==> src/rtl/cache_refill_ctrl.sv <==
// Load-port sequencer for a cache/memory pair: lookup, block refill on miss; optional CRITICAL_WORD_FIRST_EN.
// Latency: hit responds 3 cycles after acceptance; miss 3 + BLOCK_WORDS*(1+L). One request in flight; cpu_ready only in IDLE.
module cache_refill_ctrl #(
    parameter int ADDR_W      = 15,
    parameter int DATA_W      = 32,
    parameter int BLOCK_WORDS = 4
) (
    input  logic              clk,
    input  logic              rst,
    input  logic              cpu_req,
    input  logic [ADDR_W-1:0] cpu_addr,
    output logic              cpu_ready,
    output logic              cpu_valid,
    output logic [DATA_W-1:0] cpu_data,
    output logic              cpu_hit,
    output logic              cache_lookup,
    output logic [ADDR_W-1:0] cache_addr,
    input  logic              cache_hit,
    input  logic [DATA_W-1:0] cache_rdata,
    output logic              cache_we,
    output logic [DATA_W-1:0] cache_wdata,
    output logic              mem_rd,
    output logic [ADDR_W-1:0] mem_addr,
    input  logic [DATA_W-1:0] mem_rdata,
    input  logic              mem_valid,
    output logic              busy
);
    localparam int OFF_W = $clog2(BLOCK_WORDS);

    typedef enum logic [2:0] {
        IDLE, LOOKUP, CHECK, FILL_REQ, FILL_WAIT, RESP
    } state_t;

    state_t              state_q, state_d;
    logic [ADDR_W-1:0]   req_addr_q, req_addr_d;
    logic [OFF_W-1:0]    cnt_q, cnt_d;
    logic [DATA_W-1:0]   data_q, data_d;
    logic [DATA_W-1:0]   cpu_data_q, cpu_data_d;
    logic                cpu_hit_q, cpu_hit_d;
    logic [OFF_W-1:0]    word_off;
    logic [ADDR_W-1:0]   fill_addr;
    logic                last_word;
    logic                crit_word;

    // The OFF_W-bit sum wraps inside the block, so the fill never leaves the aligned block.
`ifdef CRITICAL_WORD_FIRST_EN
    assign word_off = req_addr_q[OFF_W-1:0] + cnt_q;
`else
    assign word_off = cnt_q;
`endif
    assign fill_addr = {req_addr_q[ADDR_W-1:OFF_W], word_off};
    assign last_word = (cnt_q == OFF_W'(BLOCK_WORDS - 1));
    assign crit_word = (word_off == req_addr_q[OFF_W-1:0]);

    assign cpu_data = cpu_data_q;
    assign cpu_hit  = cpu_hit_q;

    always_comb begin
        state_d      = state_q;
        req_addr_d   = req_addr_q;
        cnt_d        = cnt_q;
        data_d       = data_q;
        cpu_data_d   = cpu_data_q;
        cpu_hit_d    = cpu_hit_q;
        cpu_ready    = 1'b0;
        cpu_valid    = 1'b0;
        busy         = 1'b1;
        cache_lookup = 1'b0;
        cache_addr   = '0;
        cache_we     = 1'b0;
        cache_wdata  = '0;
        mem_rd       = 1'b0;
        mem_addr     = '0;
        case (state_q)
            IDLE: begin
                cpu_ready = 1'b1;
                busy      = 1'b0;
                if (cpu_req) begin
                    req_addr_d = cpu_addr;
                    state_d    = LOOKUP;
                end
            end
            LOOKUP: begin
                cache_lookup = 1'b1;
                cache_addr   = req_addr_q;
                state_d      = CHECK;
            end
            CHECK: begin
                if (cache_hit) begin
                    cpu_data_d = cache_rdata;
                    cpu_hit_d  = 1'b1;
                    state_d    = RESP;
                end else begin
                    cnt_d   = '0;
                    state_d = FILL_REQ;
                end
            end
            FILL_REQ: begin
                mem_rd   = 1'b1;
                mem_addr = fill_addr;
                state_d  = FILL_WAIT;
            end
            FILL_WAIT: begin
                mem_addr = fill_addr;
                if (mem_valid) begin
                    cache_we    = 1'b1;
                    cache_addr  = fill_addr;
                    cache_wdata = mem_rdata;
                    if (crit_word) begin
                        data_d = mem_rdata;
                    end
                    // cpu_data only moves on the edge into RESP so it holds between responses.
                    if (last_word) begin
                        cpu_data_d = crit_word ? mem_rdata : data_q;
                        cpu_hit_d  = 1'b0;
                        state_d    = RESP;
                    end else begin
                        cnt_d   = cnt_q + OFF_W'(1);
                        state_d = FILL_REQ;
                    end
                end
            end
            RESP: begin
                cpu_valid = 1'b1;
                state_d   = IDLE;
            end
            default: state_d = IDLE;
        endcase
    end

    always_ff @(posedge clk) begin
        if (rst) begin
            state_q    <= IDLE;
            req_addr_q <= '0;
            cnt_q      <= '0;
            data_q     <= '0;
            cpu_data_q <= '0;
            cpu_hit_q  <= 1'b0;
        end else begin
            state_q    <= state_d;
            req_addr_q <= req_addr_d;
            cnt_q      <= cnt_d;
            data_q     <= data_d;
            cpu_data_q <= cpu_data_d;
            cpu_hit_q  <= cpu_hit_d;
        end
    end
endmodule

==> config.mk <==
export PLATFORM = sky130hd
export DESIGN_NAME = cache_refill_ctrl
export DESIGN_NICKNAME = d
export VERILOG_FILES = /design/src/rtl/cache_refill_ctrl.sv
export SDC_FILE = /design/constraint.sdc
export NUM_CORES = 1
export LEC_CHECK = 0
export CAP_MARGIN = 20
export CORE_MARGIN = 2
export CORE_UTILIZATION = 40
export CTS_CLUSTER_SIZE = 12
export DETAILED_ROUTE_END_ITERATION = 8
export GPL_ROUTABILITY_DRIVEN = 1
export PLACE_DENSITY = 0.75
export SETUP_SLACK_MARGIN = 0.05
export SKIP_LAST_GASP = 1
export SLEW_MARGIN = 20
export SYNTH_ARGS = -nofsm -noshare
export SYNTH_HDL_FRONTEND = slang
export SYNTH_SLANG_ARGS = --single-unit
==> constraint.sdc <==
create_clock -name clk -period 1.92 [get_ports clk]
set_clock_uncertainty 0.1 [all_clocks]
set_input_delay 0.384 -clock clk [delete_from_list [all_inputs] [get_ports clk]]
set_output_delay 0.384 -clock clk [all_outputs]
set_load 0.02 [all_outputs]
==> summary.txt <==
Status
  – Status: finished, violations left
  – Failing checks: setup timing

Routing
  – DR iter-0 viols: 273
  – Vias per cell: 5.376
  – Final ANT Viol Nets: 0
  – DRC errors left: 0
  – Top Metal Used: met4
  – DRT Wirelength: 17080 um
  – Wl on met1: 6826 um
  – Via count: between 5000 and 6000
  – DRT Pass-1 Iters: 4
  – Routed length on met2: around 8600 um
  – WL per Instance: 17.99 um
  – Metal3 WL: 1206 um

Global route
  – Initial antenna violation count: 0
  – Vias in the first global route: 5130
  – All-Layer GR Usage: 0.2458
  – First-pass GRT wire length: approximately 25000 um
  – Total grt overflow: 0
  – Largest net degree at the start of global routing: 40

Setup path
  – Worst endpoint required time: 1.44 ns
  – CP cell instances: buf_6, and4bb_4, buf_6, clkbuf_16, and2_4, buf_6
  – Element type at the critical path end: output port
  – FF-to-FF path depth: 10
  – CP Buf/Inv Count: 4
  – Most used cell, CP: buf_6
  – WP data arrival: 1.70 ns
  – CP delay by family, top: buffers and inverters
  – Worst setup path category: flop to output port
  – CP Depth: 6
  – CP Max Fanout: 6
  – Crit-path max cell delay: approximately 0.38 ns
  – Slowest cell on the critical path: and4bb_4
  – Critical path startpoint category: flop

Pwr
  – Sw Share: 0.2545
  – Total Power: approximately 5.4 mW
  – Switching Power: ~1.4 mW
  – Peak VDD IR: 0.5067 mV
  – Internal power: 3.999 mW
  – Static Leak: roughly 3.5 nW
  – Gate power share: 0.220
  – Power Density: 638.0 mW/mm^2
  – Flop pwr share: 0.348
  – Clk pwr share: 0.432

Floorplanning
  – Initial core utilization: 0.4127
  – Std cell rows: 39
  – Core area: 0.01147 sq mm
  – Die Y: 112.8 um
  – Die Wd: 112.8 um
  – DIE AREA: approximately 0.013 sq mm
  – IO Pins: between 150 and 200

Synth
  – Most common cell in the netlist: nand2_1
  – Seq/Total Area, Yosys: 0.3596
  – Top_reg_cell synth: dfxtp_1
  – Mapped Area: roughly 0.0047 sq mm
  – Synth top area share: 0.3596
  – Synth Instances: 556
  – Post-synth cell types: 39
  – Post-synth EDFFs: 0
  – Synth warn: 0
  – Avg Inst Size Synth: ~8.5 sq um
  – Cell taking the most area after synthesis: dfxtp_1
  – Top cells by count, synth: nand2_1, dfxtp_1, and2_1, a21oi_1, nor2_1
  – Asr flop ratio synth: 0
  – Synth Register Bits: between 80 and 90
  – Area contributors post-synth: dfxtp_1, o41ai_2, and2_1
  – Mapped Nets: ~640

STA
  – RSZ-0062 raised after global routing: true
  – Final setup fails: 95
  – Slack of the critical path: -0.2644 ns
  – Hold slack: 0.3644 ns
  – Pins Over Slew Limit: 0
  – Max Freq: 457.8 MHz
  – Tcrit/Tclk final: 1.138
  – Worst slew pin tran: 0.4980 ns
  – Slew headroom: 0.6680
  – Final Hold Vio Count: 0
  – Tmin final: 2.184 ns

CTS
  – Clk sink count: 85
  – # hold bufs at CTS: 0
  – CTS buffer count: 9
  – Root Buffer: clkbuf_16
  – CTS tree: done
  – CTS H-Tree Depth: 3
  – Worst-path clk slew: 0.07 ns
  – Clk_lat worst skew: 0.34 ns
  – CTS Buffer Depth: 2

Cells and area
  – Antenna Cells: 0
  – Area grow syn2layout: 77.68%
  – Nets: 886
  – Layout cells sized above 1: 0.4318

Flow run
  – MaxCap Viol Count: 0

Worst hold path
  – HP Class: flop to flop
  – Worst hold path stage count: 2

Place
  – PortBufs: 184
  – GP Congestion: 0.7331
  – Post-DP HPWL: 10300 um
## power by group through the flow
stage	clock, mW	sequential, mW	combinational, mW
detailed placement	0	1.90	0.981
CTS	2.31	1.86	1.08
global route	2.39	1.87	1.25
floorplan	0	1.91	0.468
global placement	0	1.89	0.960
finish	2.32	1.86	1.18
## layout make-up
class                   instances  area [sq um]
fillers                       785          3059
clock inverters                 6         157.7
well taps                     143         178.9
clock buffers                  10         239.0
flip-flops and latches         85          1712
repair buffers                288          2985
multi-input cells             412          3114
inverters                       5         21.27
## kinds of logic (layout without fill, tap and decap cells)
kind of cell,after synthesis,after routing,share of synthesized area
adder cells (fa/ha/maj),1,1,0.002644
XOR/XNOR,2,2,0.006874
AO/OA/AOI/OAI,125,126,0.2530
flip-flops,85,85,0.3596
multiplexers,2,2,0.004231
AND/OR/NAND/NOR,281,281,0.3136
buffers and inverters,60,309,0.06002
## final timing paths
check / startpoint / endpoint / slack, ns
worst min register to register: data_q[1]$_SDFFE_PP0P_ / data_q[1]$_SDFFE_PP0P_ / 0.36
worst max register to register: state_q[0]$_SDFFE_PP0P_ / data_q[11]$_SDFFE_PP0P_ / -0.17
worst max-delay path: state_q[0]$_SDFFE_PP0P_ / cache_wdata[27] / -0.26
worst min-delay path: data_q[1]$_SDFFE_PP0P_ / data_q[1]$_SDFFE_PP0P_ / 0.36
## state kept, by name, summed over array words and instances, names as in the netlist
register and flops:
cpu_data 32, data_q 32, req_addr_q 15, state_q 3, cnt_q 2, cpu_hit 1
## per-stage QoR
stage / TNS, ns / std cells / instance area, sq um / utilization / worst slack (ns)
after floorplan: 0 / 556 / 4768 / - / 0.05007
after global placement: -47.67 / 894 / 7127 / 0.6215 / -0.6854
after detailed placement: -51.75 / 894 / 7127 / 0.6215 / -0.6965
after CTS: -11.12 / 930 / 7772 / 0.6778 / -0.2621
after global routing: -20.92 / 949 / 8408 / 0.7332 / -0.3041
final: -16.80 / 949 / 8408 / 0.7332 / -0.2644
## worst register-to-register path, delay by kind of cell (launching register included)
kind	cells	cell delay, ns
buf+inv	6	0.75
simple gates	3	0.71
compound gates	1	0.13
flops	1	0.33
## cell usage in the layout, fill, tap and decap left out, types with 3 or more instances in the layout
cell type        netlist  layout
a211oi_2              28      30
a21oi_1               52      36
a21oi_2                1      16
and2_1                61      14
and2_4                 0      47
and3_1                34      33
buf_12                 0      10
buf_2                 23      12
buf_4                  2      68
buf_6                  3      70
buf_8                  0       4
bufinv_16              0       5
clkbuf_16              0      15
clkdlybuf4s50_1        0     114
dfxtp_1               85      79
dfxtp_2                0       5
nand2_1               98      89
nand2_2                1       5
nand2_4                0       5
nand3_1                4       3
nand3b_1              32      32
nor2_1                40      38
o21ai_4                0       3
o41ai_2               28      30
## what timing repair did
action                     CTS  global route
buffers inserted            16            13
hold endpoints to repair     0             0
resized for setup          398           108
setup endpoints to repair  120           130
pin swaps                    8            24
gates cloned                 4             6
## metal layers
metal | track usage | vias to the layer above
li1 | - | 2434
met1 | 0.3040 | 2439
met2 | 0.4152 | 200
met3 | 0.05196 | 29
met4 | 0.1049 | 0
met5 | 0 | -
Power figures use the tool's default switching activity.
==> edit, RTL diff (config.mk and constraints unchanged) <==
Build with the macro `CRITICAL_WORD_FIRST_EN` defined.
--- a/src/rtl/cache_refill_ctrl.sv
+++ b/src/rtl/cache_refill_ctrl.sv
@@ -1,5 +1,7 @@
 // Load-port sequencer for a cache/memory pair: lookup, block refill on miss; optional CRITICAL_WORD_FIRST_EN.
 // Latency: hit responds 3 cycles after acceptance; miss 3 + BLOCK_WORDS*(1+L). One request in flight; cpu_ready only in IDLE.
+`define CRITICAL_WORD_FIRST_EN
+
 module cache_refill_ctrl #(
     parameter int ADDR_W      = 15,
     parameter int DATA_W      = 32,
Formal check against the unedited RTL: not equivalent (Yosys sat finds a counterexample within 4 cycles, from zero or initial values and one cycle with rst high).
==> edit against the original RTL <==
- the run still ends with setup timing left
- wire length shrank 7.0%
- sequential cell count is the same
- synthesized area shrank 4.3%
- design area shrank 6.4%
- sequential share of layout area grew 1.4 points
- total power shrank 18%
- setup slack gained 0.040 ns
- critical path type unchanged
- critical endpoint is now mem_addr[9]
- highest routed layer is now met5
==> edit: results (changes against the original RTL) <==
qor: status.status complete, but fails checks
qor: status.violations_in_the_final_reports setup timing
qor: sta.setup_slack -0.2246 ns [+0.03975 ns]
qor: synth.synth-adder-area-share 0.8285% [+0.56 points]
qor: worst_setup_path.arrival_time_reported_for_the_critical_path_endpoint 1.66 ns [-0.04 ns]
qor: synth.synth.avg_cell_area 9.209 µm² [+8.2%]
qor: global_routing.grtUsageMet1 29.32% [-1.1 points]
qor: routing.first_pass_iters 5 [+1]
qor: synth.post_synthesis_sequential_area_ratio 37.56% [+1.6 points]
qor: worst_setup_path.cp_max_fo 7 [+1]
qor: finish.layout-drive-gt1-share 40.68% [-2.5 points]
qor: power_and_ir_drop.internal_power 0.003204 W [-20%]
qor: sta.slew_headroom 69.35% [+2.5 points]
qor: global_routing.gr-usage-all-layers 23.86% [-0.72 points]
qor: place.hpwl 9852 µm [-4.4%]
qor: routing.avgViaCountPerCell 5.308 [-1.3%]
qor: min_path.min-delay-path-class in2reg
qor: routing.detailroute.wirelength.met2 8136 µm [-5.8%]
qor: cts.post_cts.resized_instances 416 [+4.5%]
qor: sta.finalSetupViolCount 64 [-33%]
qor: synth.synth_top_area_cells sky130_fd_sc_hd__dfxtp_1, sky130_fd_sc_hd__mux2_2, sky130_fd_sc_hd__and2_1
qor: finish.final_nets 822 [-7.2%]
qor: routing.routed_length_on_met1 6606 µm [-3.2%]
qor: power_and_ir_drop.max-vdd-ir-drop 0.0003965 V [-22%]
qor: routing.wire_per_inst 18.06 µm [+0.34%]
qor: routing.route.final.wire_length 15890 µm [-7.0%]
==> edit: cell count changes in the layout (fill, tap and decap cells not counted), sizes merged, moves of 29 or more <==
cell / unedited run / this run
a211oi: 32 / 2
and3: 34 / 1
mux2: 0 / 33
mux2i: 2 / 33
nand2: 99 / 32
nand3: 4 / 33
nand3b: 32 / 3
nor2: 40 / 3
o2bb2ai: 0 / 32
o41ai: 32 / 0
==> edit: area by class of cell <==
| cell class | instances | area (µm²) |
|---|---|---|
| clock inverters | 7 | 76.32 |
| fillers | 784 | 3067 |
| inverters | 7 | 33.78 |
| multi-input cells | 353 | 2736 |
| repair buffers | 279 | 2913 |
| well taps | 140 | 175.2 |
| clock buffers | 9 | 225.2 |
| flip-flops and latches | 85 | 1709 |
==> edit: power by group through the flow <==
| stage | logic, W | registers (W) | clock network (W) |
|---|---|---|---|
| floorplan | 0.000303 | 0.00189 | 0 |
| global placement | 0.000699 | 0.00188 | 0 |
| detailed placement | 0.000714 | 0.00188 | 0 |
| CTS | 0.000759 | 0.00184 | 0.00177 |
| global route | 0.000862 | 0.00185 | 0.00184 |
| finish | 0.000815 | 0.00184 | 0.00173 |
==> edit: worst paths after layout <==
| check | to | slack [ns] | cells after the start |
|---|---|---|---|
| hold / removal | data_q[2]$_SDFFE_PP0P_ | 0.27 | 2 |
| hold reg to reg | cpu_data[8]$_SDFFE_PP0P_ | 0.37 | 1 |
| setup reg to reg | cpu_data[23]$_SDFFE_PP0P_ | 0.06 | 8 |
| setup / recovery | mem_addr[9] | -0.22 | 6 |
==> edit: critical path: cells and delay by family, from the launching register on <==
kind,cells,cell delay (ns)
buffers and inverters,3,0.39
flip-flops,1,0.33
AND/OR/NAND/NOR,3,0.60
